File: config.mk
export PLATFORM = sky130hd
export DESIGN_NAME = usbh_tx_data
export DESIGN_NICKNAME = d
export VERILOG_FILES = /design/src/rtl/usbh_defs_pkg.sv /design/src/rtl/usbh_crc16.sv /design/src/rtl/usbh_tx_data.sv
export SDC_FILE = /design/constraint.sdc
export NUM_CORES = 1
export LEC_CHECK = 0
export BUFFER_PORTS_ARGS = -buffer_cell sky130_fd_sc_hd__buf_2
export CORE_ASPECT_RATIO = 0.8
export CORE_MARGIN = 2
export CORE_UTILIZATION = 36
export CTS_BUF_LIST = sky130_fd_sc_hd__clkbuf_4 sky130_fd_sc_hd__clkbuf_8
export DETAILED_ROUTE_END_ITERATION = 12
export HOLD_SLACK_MARGIN = 0.1
export SETUP_SLACK_MARGIN = 0.05
export SYNTH_ARGS = -nofsm -noshare
export SYNTH_HDL_FRONTEND = slang
export SYNTH_HIERARCHICAL = 1
export SYNTH_SLANG_ARGS = --single-unit
File: constraint.sdc
create_clock -name clk_i -period 1.9 [get_ports clk_i]
set_input_delay 0.285 -clock clk_i [delete_from_list [all_inputs] [get_ports clk_i]]
set_output_delay 0.285 -clock clk_i [all_outputs]
set_load 0.005 [all_outputs]
File: src/rtl/usbh_defs_pkg.sv
`default_nettype none
// ============================================================================
// Module  : usbh_defs (package)
// Brief   : Shared USB host definitions: PIDs, CRC16 constants, TX FSM states
// Revision: 1.0
// ============================================================================
package usbh_defs;

  localparam logic [7:0] PID_DATA0 = 8'hC3;
  localparam logic [7:0] PID_DATA1 = 8'h4B;
  localparam logic [7:0] PID_DATA2 = 8'h87;
  localparam logic [7:0] PID_MDATA = 8'h0F;

  localparam logic [15:0] CRC16_POLY     = 16'hA001;
  localparam logic [15:0] CRC16_INIT     = 16'hFFFF;
  localparam logic [15:0] CRC16_RESIDUAL = 16'hB001;

  typedef enum logic [2:0] {
    ST_IDLE   = 3'd0,
    ST_PID    = 3'd1,
    ST_DATA   = 3'd2,
    ST_CRC_LO = 3'd3,
    ST_CRC_HI = 3'd4
  } tx_state_t;

endpackage
`default_nettype wire

File: src/rtl/usbh_crc16.sv
`default_nettype none
// ============================================================================
// Module  : usbh_crc16
// Brief   : One-byte combinational CRC16 step, reflected 0xA001, LSB first
// Revision: 1.0
// ============================================================================
module usbh_crc16
  import usbh_defs::*;
(
  input  logic [15:0] crc_in,
  input  logic [7:0]  data_in,
  output logic [15:0] crc_out
);

  logic [15:0] crc_acc;

  always_comb begin
    crc_acc = crc_in;
    for (int i = 0; i < 8; i++) begin
      if (crc_acc[0] ^ data_in[i]) begin
        crc_acc = (crc_acc >> 1) ^ CRC16_POLY;
      end else begin
        crc_acc = crc_acc >> 1;
      end
    end
    crc_out = crc_acc;
  end

endmodule
`default_nettype wire

File: src/rtl/usbh_tx_data.sv
`default_nettype none
// ============================================================================
// Module  : usbh_tx_data
// Brief   : USB FS host DATA packet transmitter: PID, FIFO payload, CRC16 to UTMI
// Revision: 1.0
// ============================================================================
module usbh_tx_data
  import usbh_defs::*;
#(
  parameter int LEN_W = 11
) (
  input  logic             clk_i,
  input  logic             rst_i,
  input  logic             start_i,
  input  logic [7:0]       pid_i,
  input  logic [LEN_W-1:0] len_i,
  input  logic             abort_i,
  output logic             busy_o,
  output logic             done_o,
  output logic             underrun_o,
  input  logic [7:0]       fifo_data_i,
  input  logic             fifo_empty_i,
  output logic             fifo_pop_o,
  output logic [7:0]       utmi_data_o,
  output logic             utmi_txvalid_o,
  input  logic             utmi_txready_i
);

  tx_state_t        state;
  logic [7:0]       pid;
  logic [LEN_W-1:0] count;
  logic [15:0]      crc;
  logic [15:0]      crc_next;
  logic             done;
  logic             accept;

  usbh_crc16 u_crc16 (
    .crc_in  (crc),
    .data_in (fifo_data_i),
    .crc_out (crc_next)
  );

  // Payload bytes come straight from the FIFO head so txvalid can track emptiness
  always_comb begin
    utmi_data_o    = 8'h00;
    utmi_txvalid_o = 1'b0;
    case (state)
      ST_PID: begin
        utmi_data_o    = pid;
        utmi_txvalid_o = 1'b1;
      end
      ST_DATA: begin
        utmi_data_o    = fifo_data_i;
        utmi_txvalid_o = !fifo_empty_i;
      end
      ST_CRC_LO: begin
        utmi_data_o    = ~crc[7:0];
        utmi_txvalid_o = 1'b1;
      end
      ST_CRC_HI: begin
        utmi_data_o    = ~crc[15:8];
        utmi_txvalid_o = 1'b1;
      end
      default: begin
        utmi_data_o    = 8'h00;
        utmi_txvalid_o = 1'b0;
      end
    endcase
  end

  assign accept     = utmi_txvalid_o && utmi_txready_i;
  assign fifo_pop_o = (state == ST_DATA) && !fifo_empty_i && utmi_txready_i;
  assign underrun_o = (state == ST_DATA) && fifo_empty_i && !abort_i;
  assign busy_o     = (state != ST_IDLE);
  assign done_o     = done;

  always_ff @(posedge clk_i or posedge rst_i) begin
    if (rst_i) begin
      state <= ST_IDLE;
      pid   <= 8'h00;
      count <= '0;
      crc   <= CRC16_INIT;
      done  <= 1'b0;
    end else begin
      done <= 1'b0;
      if (abort_i) begin
        state <= ST_IDLE;
      end else begin
        case (state)
          ST_IDLE: begin
            if (start_i) begin
              pid   <= pid_i;
              count <= len_i;
              crc   <= CRC16_INIT;
              state <= ST_PID;
            end
          end
          ST_PID: begin
            if (accept) begin
              state <= (count != '0) ? ST_DATA : ST_CRC_LO;
            end
          end
          ST_DATA: begin
            if (fifo_empty_i) begin
              state <= ST_IDLE;
            end else if (accept) begin
              crc <= crc_next;
              if (count != '0) begin
                count <= count - LEN_W'(1);
              end
              if (count <= LEN_W'(1)) begin
                state <= ST_CRC_LO;
              end
            end
          end
          ST_CRC_LO: begin
            if (accept) begin
              state <= ST_CRC_HI;
            end
          end
          ST_CRC_HI: begin
            if (accept) begin
              state <= ST_IDLE;
              done  <= 1'b1;
            end
          end
          default: state <= ST_IDLE;
        endcase
      end
    end
  end

endmodule
`default_nettype wire
==> results of run 1 <==
per-layer routing:
layer	part of all wire	vias to the layer above	wire length (um)	global-route usage
met5	0	-	0	0
li1	-	1160	-	-
met2	0.44	93	3060	0.266
met1	0.49	1147	3370	0.273
met3	0.056	13	389	0.0326
met4	0.013	0	90	0.0556
kinds of logic (layout without fill, tap and decap cells):
| family | Yosys count | count (layout) | share of synthesized area |
|---|---|---|---|
| adder cells (fa/ha/maj) | 3 | 3 | 0.0149 |
| AO/OA/AOI/OAI | 83 | 83 | 0.203 |
| XOR/XNOR | 22 | 22 | 0.0882 |
| buffers and inverters | 32 | 110 | 0.0565 |
| AND/OR/NAND/NOR | 92 | 92 | 0.187 |
| multiplexers | 13 | 13 | 0.0560 |
| flip-flops | 39 | 39 | 0.394 |
state kept, by name, indices dropped and copies added, names as in the netlist:
register  count
crc          16
count        11
pid           8
state         3
done_o        1
worst max-delay path: cells and delay by family (launching register included):
family	cells	cell delay (ns)
AO/OA/AOI/OAI	2	0.18
XOR/XNOR	4	1.04
flip-flops	1	0.58
power breakdown:
| group | switching, mW | leakage, nW | internal (mW) |
|---|---|---|---|
| logic | 0.823 | 1.03 | 0.918 |
| clock network | 0.298 | 0.0612 | 0.425 |
| registers | 0.254 | 0.445 | 1.16 |
final cells by class:
cell class,instances,area [um^2]
Fill cell,658,3430
Multi-Input combinational cell,213,1490
Sequential cell,39,998
Timing Repair Buffer,90,629
Tap cell,87,109
Clock buffer,6,82.6
Inverter,12,45.0
Clock inverter,2,35.0
cell usage after synthesis (all sizes together) (5+ instances only):
| cell type | count |
|---|---|
| nand2 | 39 |
| o21ai | 31 |
| dfrtp | 23 |
| nor2 | 17 |
| dfstp | 16 |
| xnor2 | 16 |
| a21oi | 13 |
| inv | 12 |
| buf | 11 |
| o22ai | 11 |
| clkbuf | 9 |
| mux2 | 9 |
| nor3 | 7 |
| nor2b | 5 |
worst max-delay path by stage:
stage	startpoint	to	cells past startpoint
floorplan	crc[4]$_DFFE_PP1P_	crc[0]$_DFFE_PP1P_	6
global placement	crc[5]$_DFFE_PP1P_	crc[0]$_DFFE_PP1P_	6
detailed placement	crc[1]$_DFFE_PP1P_	crc[0]$_DFFE_PP1P_	6
CTS	state[1]$_DFFE_PP0P_	count[4]$_DFFE_PP0P_	5
global route	crc[5]$_DFFE_PP1P_	crc[0]$_DFFE_PP1P_	6
finish	crc[5]$_DFFE_PP1P_	crc[0]$_DFFE_PP1P_	6
repair_timing:
action                     CTS  global route
pin swaps                    9            16
resized for setup           13            17
gates cloned                 1             0
buffers inserted            11            10
setup endpoints to repair   12            18
==> results.tsv, run 1 <==
metric	value	unit
#FFs+latches synth	39	
Starting Density	0.370	
DRT iter0 DRCs	155	
CP most frequent cell	o21ai_1	
R2R depth	6	
wire length per cell	15.4	um
CTS tree	done	
crit path cell chain	xnor2_2, xor2_1, xor3_2, xnor3_1, o21ai_1, o21ai_1	
hold slack	0.0925	ns
Routability Congestion	0.886	
total detailed-routing wirelength	6910	um
Ys Warns	6	
Unique masters post-synth	56	
Final Max Slew Viols	0	
worst vdd ir	0.000496	V
largest net degree at the start of global routing	40	
FF-to-FF End	crc[0]$_DFFE_PP1P_	
sequential element share of the synthesized area	0.394	
clock tree buffer depth	2	
Worst slew margin	0.651	
overall power	3.88	mW
# DRC	0	
commonest non-fill, non-tap cell in the layout	buf_2	
status	finished clean	
Syn Nets	320	
LEAKAGE	1.54	nW
setup ws final	0.0281	ns
DR vias	2413	
width of the chip	97.6	um
height of the die	78.9	um
post-place setup slack	0.0340	ns
Setup crit start kind	flop	
Critical Path AT	2.09	ns
main flop type after synthesis	dfrtp_1	
post-route ant nets	0	
RSZ-0062 raised after global routing	yes	
CP Class	reg2reg	
ys async rst share	1.00	
DP Area	2980	um^2
class of the worst hold path	in2async	
Post-synth EDFFs	0	
Fin. Hold Viols	0	
most area-hungry cell type in the Yosys netlist	dfrtp_1	
Synth top area share	0.228	
clock root cell	clkbuf_8	
core area	6820	um^2
Slowest-stage cell, CP	dfstp_2	
CTS HTree Levels	2	
crit-path max FO	3	
setup_tns	0	ns
drt via density	5.37	
Final #Nets	397	
Worst-Margin Slew	0.511	ns
fin crit share	0.985	
hpwl dp	4750	um
clk_lat worst skew	0.29	ns
port bufs	45	
f_max	0.534	GHz
PwrDens	1140	nW/um^2
Rows	27	
cell area after layout	3390	um^2
die area	7700	um^2
global-route usage over all layers	0.182	
post-route insts no fill	449	
Area contributors post-synth	dfrtp_1 23%, dfstp_2 17%, nand2_1 5.8%	
worst stage delay on the critical path	0.58	ns
GRT overflow	0	
cts hold-fix bufs	0	
Inst Count DP	420	
most frequent cells in the layout	44 x buf_2, 39 x nand2_1, 38 x buf_4	
Final Skew	0.0101	ns
fin util	0.497	
drt pass-1 iters	4	
fraction of layout cells with a size suffix above 1	0.392	
antenna violations before repair	0	
Synth Instances	284	
Diodes inserted	0	
CTS sink count	39	
Post-Syn Area	2520	um^2
reg-to-reg startpoint	crc[5]$_DFFE_PP1P_	
CTS clk-pin slew, worst paths	0.08	ns
CP Capture Type	flop	
num ports	46	
Mapped Avg Cell Area	8.89	um^2
Critical Path RT	2.12	ns
cts bufs inserted	5	
max cap viols	0	
Final Critical Period	1.87	ns
final setup vio count	0	
R2R setup slack	0.03	ns
vias in the first global route	2258	
global-route wire length before repair	11300	um
area delta synth->final	34.3	%
Note: power is estimated with default switching activity, not from simulation.
==> run 2: changes to the inputs <==
CELL_PAD_IN_SITES_DETAIL_PLACEMENT = 0   (was default)
CELL_PAD_IN_SITES_GLOBAL_PLACEMENT = 1   (was default)
PLACE_DENSITY_LB_ADDON = 0.1   (was default)
==> run 2 against run 1 <==
The run now ends with negative setup slack left. Flip-flop and latch count is the same. Power shrank 2.8%. Worst hold slack got worse by 0.0019 ns. Clock power shrank 18%. Setup slack got worse by 0.033 ns.
==> results.tsv, run 2 (same netlist as run 1, synthesis figures left out) <==
metric	value	unit
status	finished, violations left	
failing checks	negative setup slack	
width of the chip	97.6	um
overall power	3.77	mW
Final #Nets	395	
num ports	46	
worst vdd ir	0.000339	V
Final Skew	0.00822	ns
post-place setup slack	-0.00206	ns
CP most frequent cell	o21ai_1	
clock tree buffer depth	2	
Fin. Hold Viols	0	
CP bufs+invs	0	
final setup vio count	1	
Final Critical Period	1.90	ns
met1 usage	0.295	
cell family contributing the most delay on the critical path	XOR/XNOR gates	
M3 GR Usage	0.0396	
crit path cell chain	xnor2_2, xor2_1, xor3_2, xnor3_1, o21ai_1, o21ai_1	
PwrDens	1130	nW/um^2
CTS sink count	39	
f_max	0.525	GHz
CP Capture Type	flop	
hpwl dp	4880	um
port bufs	45	
vias in the first global route	2105	
worst stage delay on the critical path	0.56	ns
fin crit share	1.00	
Critical Path RT	2.13	ns
Setup crit start kind	flop	
Routability Congestion	0.824	
fraction of layout cells with a size suffix above 1	0.408	
die area	7700	um^2
Top Registers	crc (16), count (11), pid (8)	
CTS tree	done	
total detailed-routing wirelength	6930	um
commonest non-fill, non-tap cell in the layout	buf_2	
clk_lat worst skew	0.30	ns
RSZ-0062 raised after global routing	yes	
Critical Path AT	2.13	ns
drt pass-1 iters	4	
R2R depth	6	
Worst-Margin Slew	0.502	ns
CP Class	reg2reg	
antenna violations before repair	0	
Rows	27	
core area	6820	um^2
CP Depth	6	
cts bufs inserted	5	
Diodes inserted	0	
max cap viols	0	
LEAKAGE	1.50	nW
GRT overflow	0	
DRT iter0 DRCs	99	
crit-path max FO	3	
busiest grt layer	met1	
area delta synth->final	31.9	%
global-route wire length before repair	11100	um
Largest register FFs	16	
class of the worst hold path	in2async	
clock root cell	clkbuf_8	
global-route usage over all layers	0.182	
post-route ant nets	0	
Starting Density	0.370	
wire length per cell	15.5	um
# DRC	0	
setup ws final	-0.00461	ns
Slowest-stage cell, CP	dfstp_2	
Biggest register	crc	
Final Max Slew Viols	0	
cts hold-fix bufs	0	
CTS clk-pin slew, worst paths	0.08	ns
met2 GRT Util	0.238	
drt via density	5.06	
DR vias	2263	
R2R setup slack	-0.005	ns
CTS HTree Levels	2	
Worst slew margin	0.665	
largest net degree at the start of global routing	40	
height of the die	78.9	um
most frequent cells in the layout	45 x buf_2, 38 x nand2_1, 38 x buf_4	
==> run 2: area by class of cell <==
| type | instances | area (um^2) |
|---|---|---|
| multi-input cells | 213 | 1500 |
| repair buffers | 88 | 584 |
| inverters | 12 | 45.0 |
| clock inverters | 1 | 5.00 |
| clock buffers | 7 | 83.8 |
| flip-flops and latches | 39 | 1000 |
| fillers | 643 | 3490 |
| well taps | 87 | 109 |
==> run 2: layer usage <==
layer / vias to the layer above / routed length, um
met5: - / 0
met3: 7 / 282
met2: 41 / 2750
met1: 1062 / 3830
met4: 0 / 70
li1: 1153 / -
==> run 2: tightest hold or removal path, cell delays in order <==
cell and delay (ns):
buf_2 0.09, inv_1 0.04, buf_4 0.42
==> run 2: final timing paths <==
check                                        start                   end
max in group asynchronous                    rst_i  state[0]$_DFFE_PP0P_
worst max-delay path            crc[4]$_DFFE_PP1P_    crc[0]$_DFFE_PP1P_
worst min register to register  crc[8]$_DFFE_PP1P_    crc[8]$_DFFE_PP1P_
min in group clk_i                        pid_i[1]    pid[1]$_DFFE_PP0P_
worst min-delay path                         rst_i  count[3]$_DFFE_PP0P_
worst max register to register  crc[4]$_DFFE_PP1P_    crc[0]$_DFFE_PP1P_
==> run 2: report_power, final <==
part / total [mW] / switching [mW] / internal, mW
Combinational: 1.77 / 0.840 / 0.928
Sequential: 1.40 / 0.248 / 1.16
Clock: 0.595 / 0.308 / 0.287
==> run 2: stage by stage <==
| step | setup TNS (ns) | util | cell area [um^2] | instances | hold WS, ns |
|---|---|---|---|---|---|
| final | -0.00461 | 0.488 | 3330 | 447 | 0.0906 |
| after global routing | -0.155 | 0.488 | 3330 | 447 | 0.140 |
| after CTS | -0.0437 | 0.460 | 3140 | 435 | 0.119 |
| after detailed placement | -0.00206 | 0.439 | 3000 | 423 | 0.445 |
| after global placement | 0 | 0.439 | 3000 | 423 | 0.442 |
| after floorplan | 0 | - | 2550 | 284 | 0.351 |
==> run 2: repair_timing <==
item | 4_1_cts | 5_1_grt
pin swaps | 7 | 11
buffers inserted | 4 | 12
setup endpoints to repair | 18 | 16
gates resized for setup | 8 | 26
==> run 3: changes to the inputs <==
CORE_MARGIN = 4   (was 2)
PLACE_DENSITY = 0.75   (was default)
PLACE_DENSITY_LB_ADDON = default   (was 0.1)
==> run 3 against run 2 <==
The run now ends clean. Register-to-register slack about the same. Count of clock-buffer cells in the layout decreased by 2. Die area increased by 9.4%. Setup slack improved by 0.014 ns. Utilization increased by 2.2 points. Sequential share of layout area decreased by 1.4 points. Final cell count increased by 0.45%. Clock power increased by 41%. Via count increased by 4.9%. Sequential power about the same. Power increased by 6.0%. Combinational power about the same.
==> results.tsv, run 3 (same netlist as run 1, synthesis figures left out) <==
metric	value	unit
reg-to-reg startpoint	crc[1]$_DFFE_PP1P_	
DR vias	2375	
wire length per cell	16.1	um
worst stage delay on the critical path	0.55	ns
Top Registers	crc (16), count (11), pid (8)	
R2R setup slack	0.01	ns
CTS tree	done	
# DRC	0	
fin crit share	0.995	
Critical Path AT	2.12	ns
vias in the first global route	2329	
most frequent cells in the layout	45 x buf_2, 34 x nand2_1, 33 x buf_4	
largest net degree at the start of global routing	40	
setup ws final	0.00961	ns
status	finished clean	
port bufs	45	
clock root cell	clkbuf_8	
cell family contributing the most delay on the critical path	XOR/XNOR gates	
clock tree buffer depth	2	
cts bufs inserted	5	
crit path cell chain	xnor2_1, xnor2_1, xor3_2, xnor3_1, o21ai_1, o21ai_1	
combinational share of power	0.440	
CP Class	reg2reg	
FF-to-FF End	crc[0]$_DFFE_PP1P_	
global-route usage over all layers	0.176	
Rows	27	
met2 GRT Util	0.249	
LEAKAGE	1.56	nW
CTS sink count	39	
PwrDens	1140	nW/um^2
CP Capture Type	flop	
Final Critical Period	1.89	ns
commonest non-fill, non-tap cell in the layout	buf_2	
fraction of layout cells with a size suffix above 1	0.436	
busiest grt layer	met1	
hold slack	0.111	ns
P_sw	1.39	mW
fin util	0.510	
Final #Nets	397	
switching part of the total	0.349	
Diodes inserted	0	
class of the worst hold path	in2async	
Worst-Margin Slew	0.523	ns
Worst slew margin	0.651	
Routability Congestion	0.855	
Slowest-stage cell, CP	dfstp_2	
post-route ant nets	0	
max cap viols	0	
CTS clk-pin slew, worst paths	0.09	ns
Final Skew	0.00657	ns
post-place setup slack	0.0232	ns
f_max	0.529	GHz
Largest register FFs	16	
core area	6860	um^2
R2R depth	6	
DRT iter0 DRCs	192	
Final Max Slew Viols	0	
final setup vio count	0	
total detailed-routing wirelength	7250	um
antenna violations before repair	0	
Biggest register	crc	
num ports	46	
Sequential Power Share	0.350	
clock share of power	0.211	
DP Area	2980	um^2
crit-path max FO	3	
met1 usage	0.274	
drt via density	5.29	
area delta synth->final	38.4	%
setup_tns	0	ns
Fin. Hold Viols	0	
Setup crit start kind	flop	
M3 GR Usage	0.0378	
Starting Density	0.368	
drt pass-1 iters	4	
cell area after layout	3490	um^2
Internal	2.60	mW
CP bufs+invs	0	
Critical Path RT	2.13	ns
height of the die	82.9	um
width of the chip	102	um
RSZ-0062 raised after global routing	yes	
hpwl dp	4850	um
Fill cells	623	
GRT overflow	0	
global-route wire length before repair	11900	um
worst vdd ir	0.000516	V
clk_lat worst skew	0.29	ns
die area	8430	um^2
CTS HTree Levels	2	
[run 3: per-stage QoR]
| step | cells | total power, mW |
|---|---|---|
| floorplan | 284 | 2.53 |
| global placement | 420 | 2.95 |
| detailed placement | 420 | 2.97 |
| CTS | 442 | 3.90 |
| global route | 449 | 4.26 |
| finish | 449 | 3.99 |
[run 3: layer usage]
| metal | routed length [um] | share of wire |
|---|---|---|
| met1 | 3600 | 0.50 |
| met2 | 3170 | 0.44 |
| met3 | 435 | 0.060 |
| met4 | 46 | 0.0063 |
| met5 | 0 | 0 |
[run 3: worst max path at each step]
| stage | startpoint | to | depth (start not counted) |
|---|---|---|---|
| 3_5_place_dp | crc[1]$_DFFE_PP1P_ | crc[0]$_DFFE_PP1P_ | 6 |
| 6_report | crc[1]$_DFFE_PP1P_ | crc[0]$_DFFE_PP1P_ | 6 |
| 3_3_place_gp | crc[4]$_DFFE_PP1P_ | crc[0]$_DFFE_PP1P_ | 6 |
| 5_1_grt | state[1]$_DFFE_PP0P_ | underrun_o | 5 |
| 2_1_floorplan | crc[4]$_DFFE_PP1P_ | crc[0]$_DFFE_PP1P_ | 6 |
| 4_1_cts | crc[3]$_DFFE_PP1P_ | crc[0]$_DFFE_PP1P_ | 6 |
[run 3: power by group through the flow]
stage                     clock network [mW]  registers (mW)  logic (mW)
after global routing                   0.901            1.44        1.92
after global placement                     0            1.39        1.56
after CTS                              0.853            1.39        1.66
final                                  0.841            1.40        1.76
after detailed placement                   0            1.40        1.57
after floorplan                            0            1.34        1.18
[run 3: area by class of cell]
cell class              count  area (um^2)  area share
multi-input cells         213         1540       0.441
clock buffers               5         68.8      0.0197
flip-flops and latches     39         1000       0.286
well taps                  87          109      0.0311
repair buffers             90          664       0.190
inverters                  12         45.0      0.0129
clock inverters             3         67.6      0.0193
[run 3: repair_timing]
action / CTS / global route
pin swaps: 8 / 22
hold buffers: 0 / 0
cloned: 1 / 1
endpoints found under the setup margin: 11 / 33
buffers inserted: 13 / 6
resized for setup: 14 / 38
[run 3: worst min-delay path: cells and delay by family]
kind	cells	cell delay, ns
buffers and inverters	3	0.56
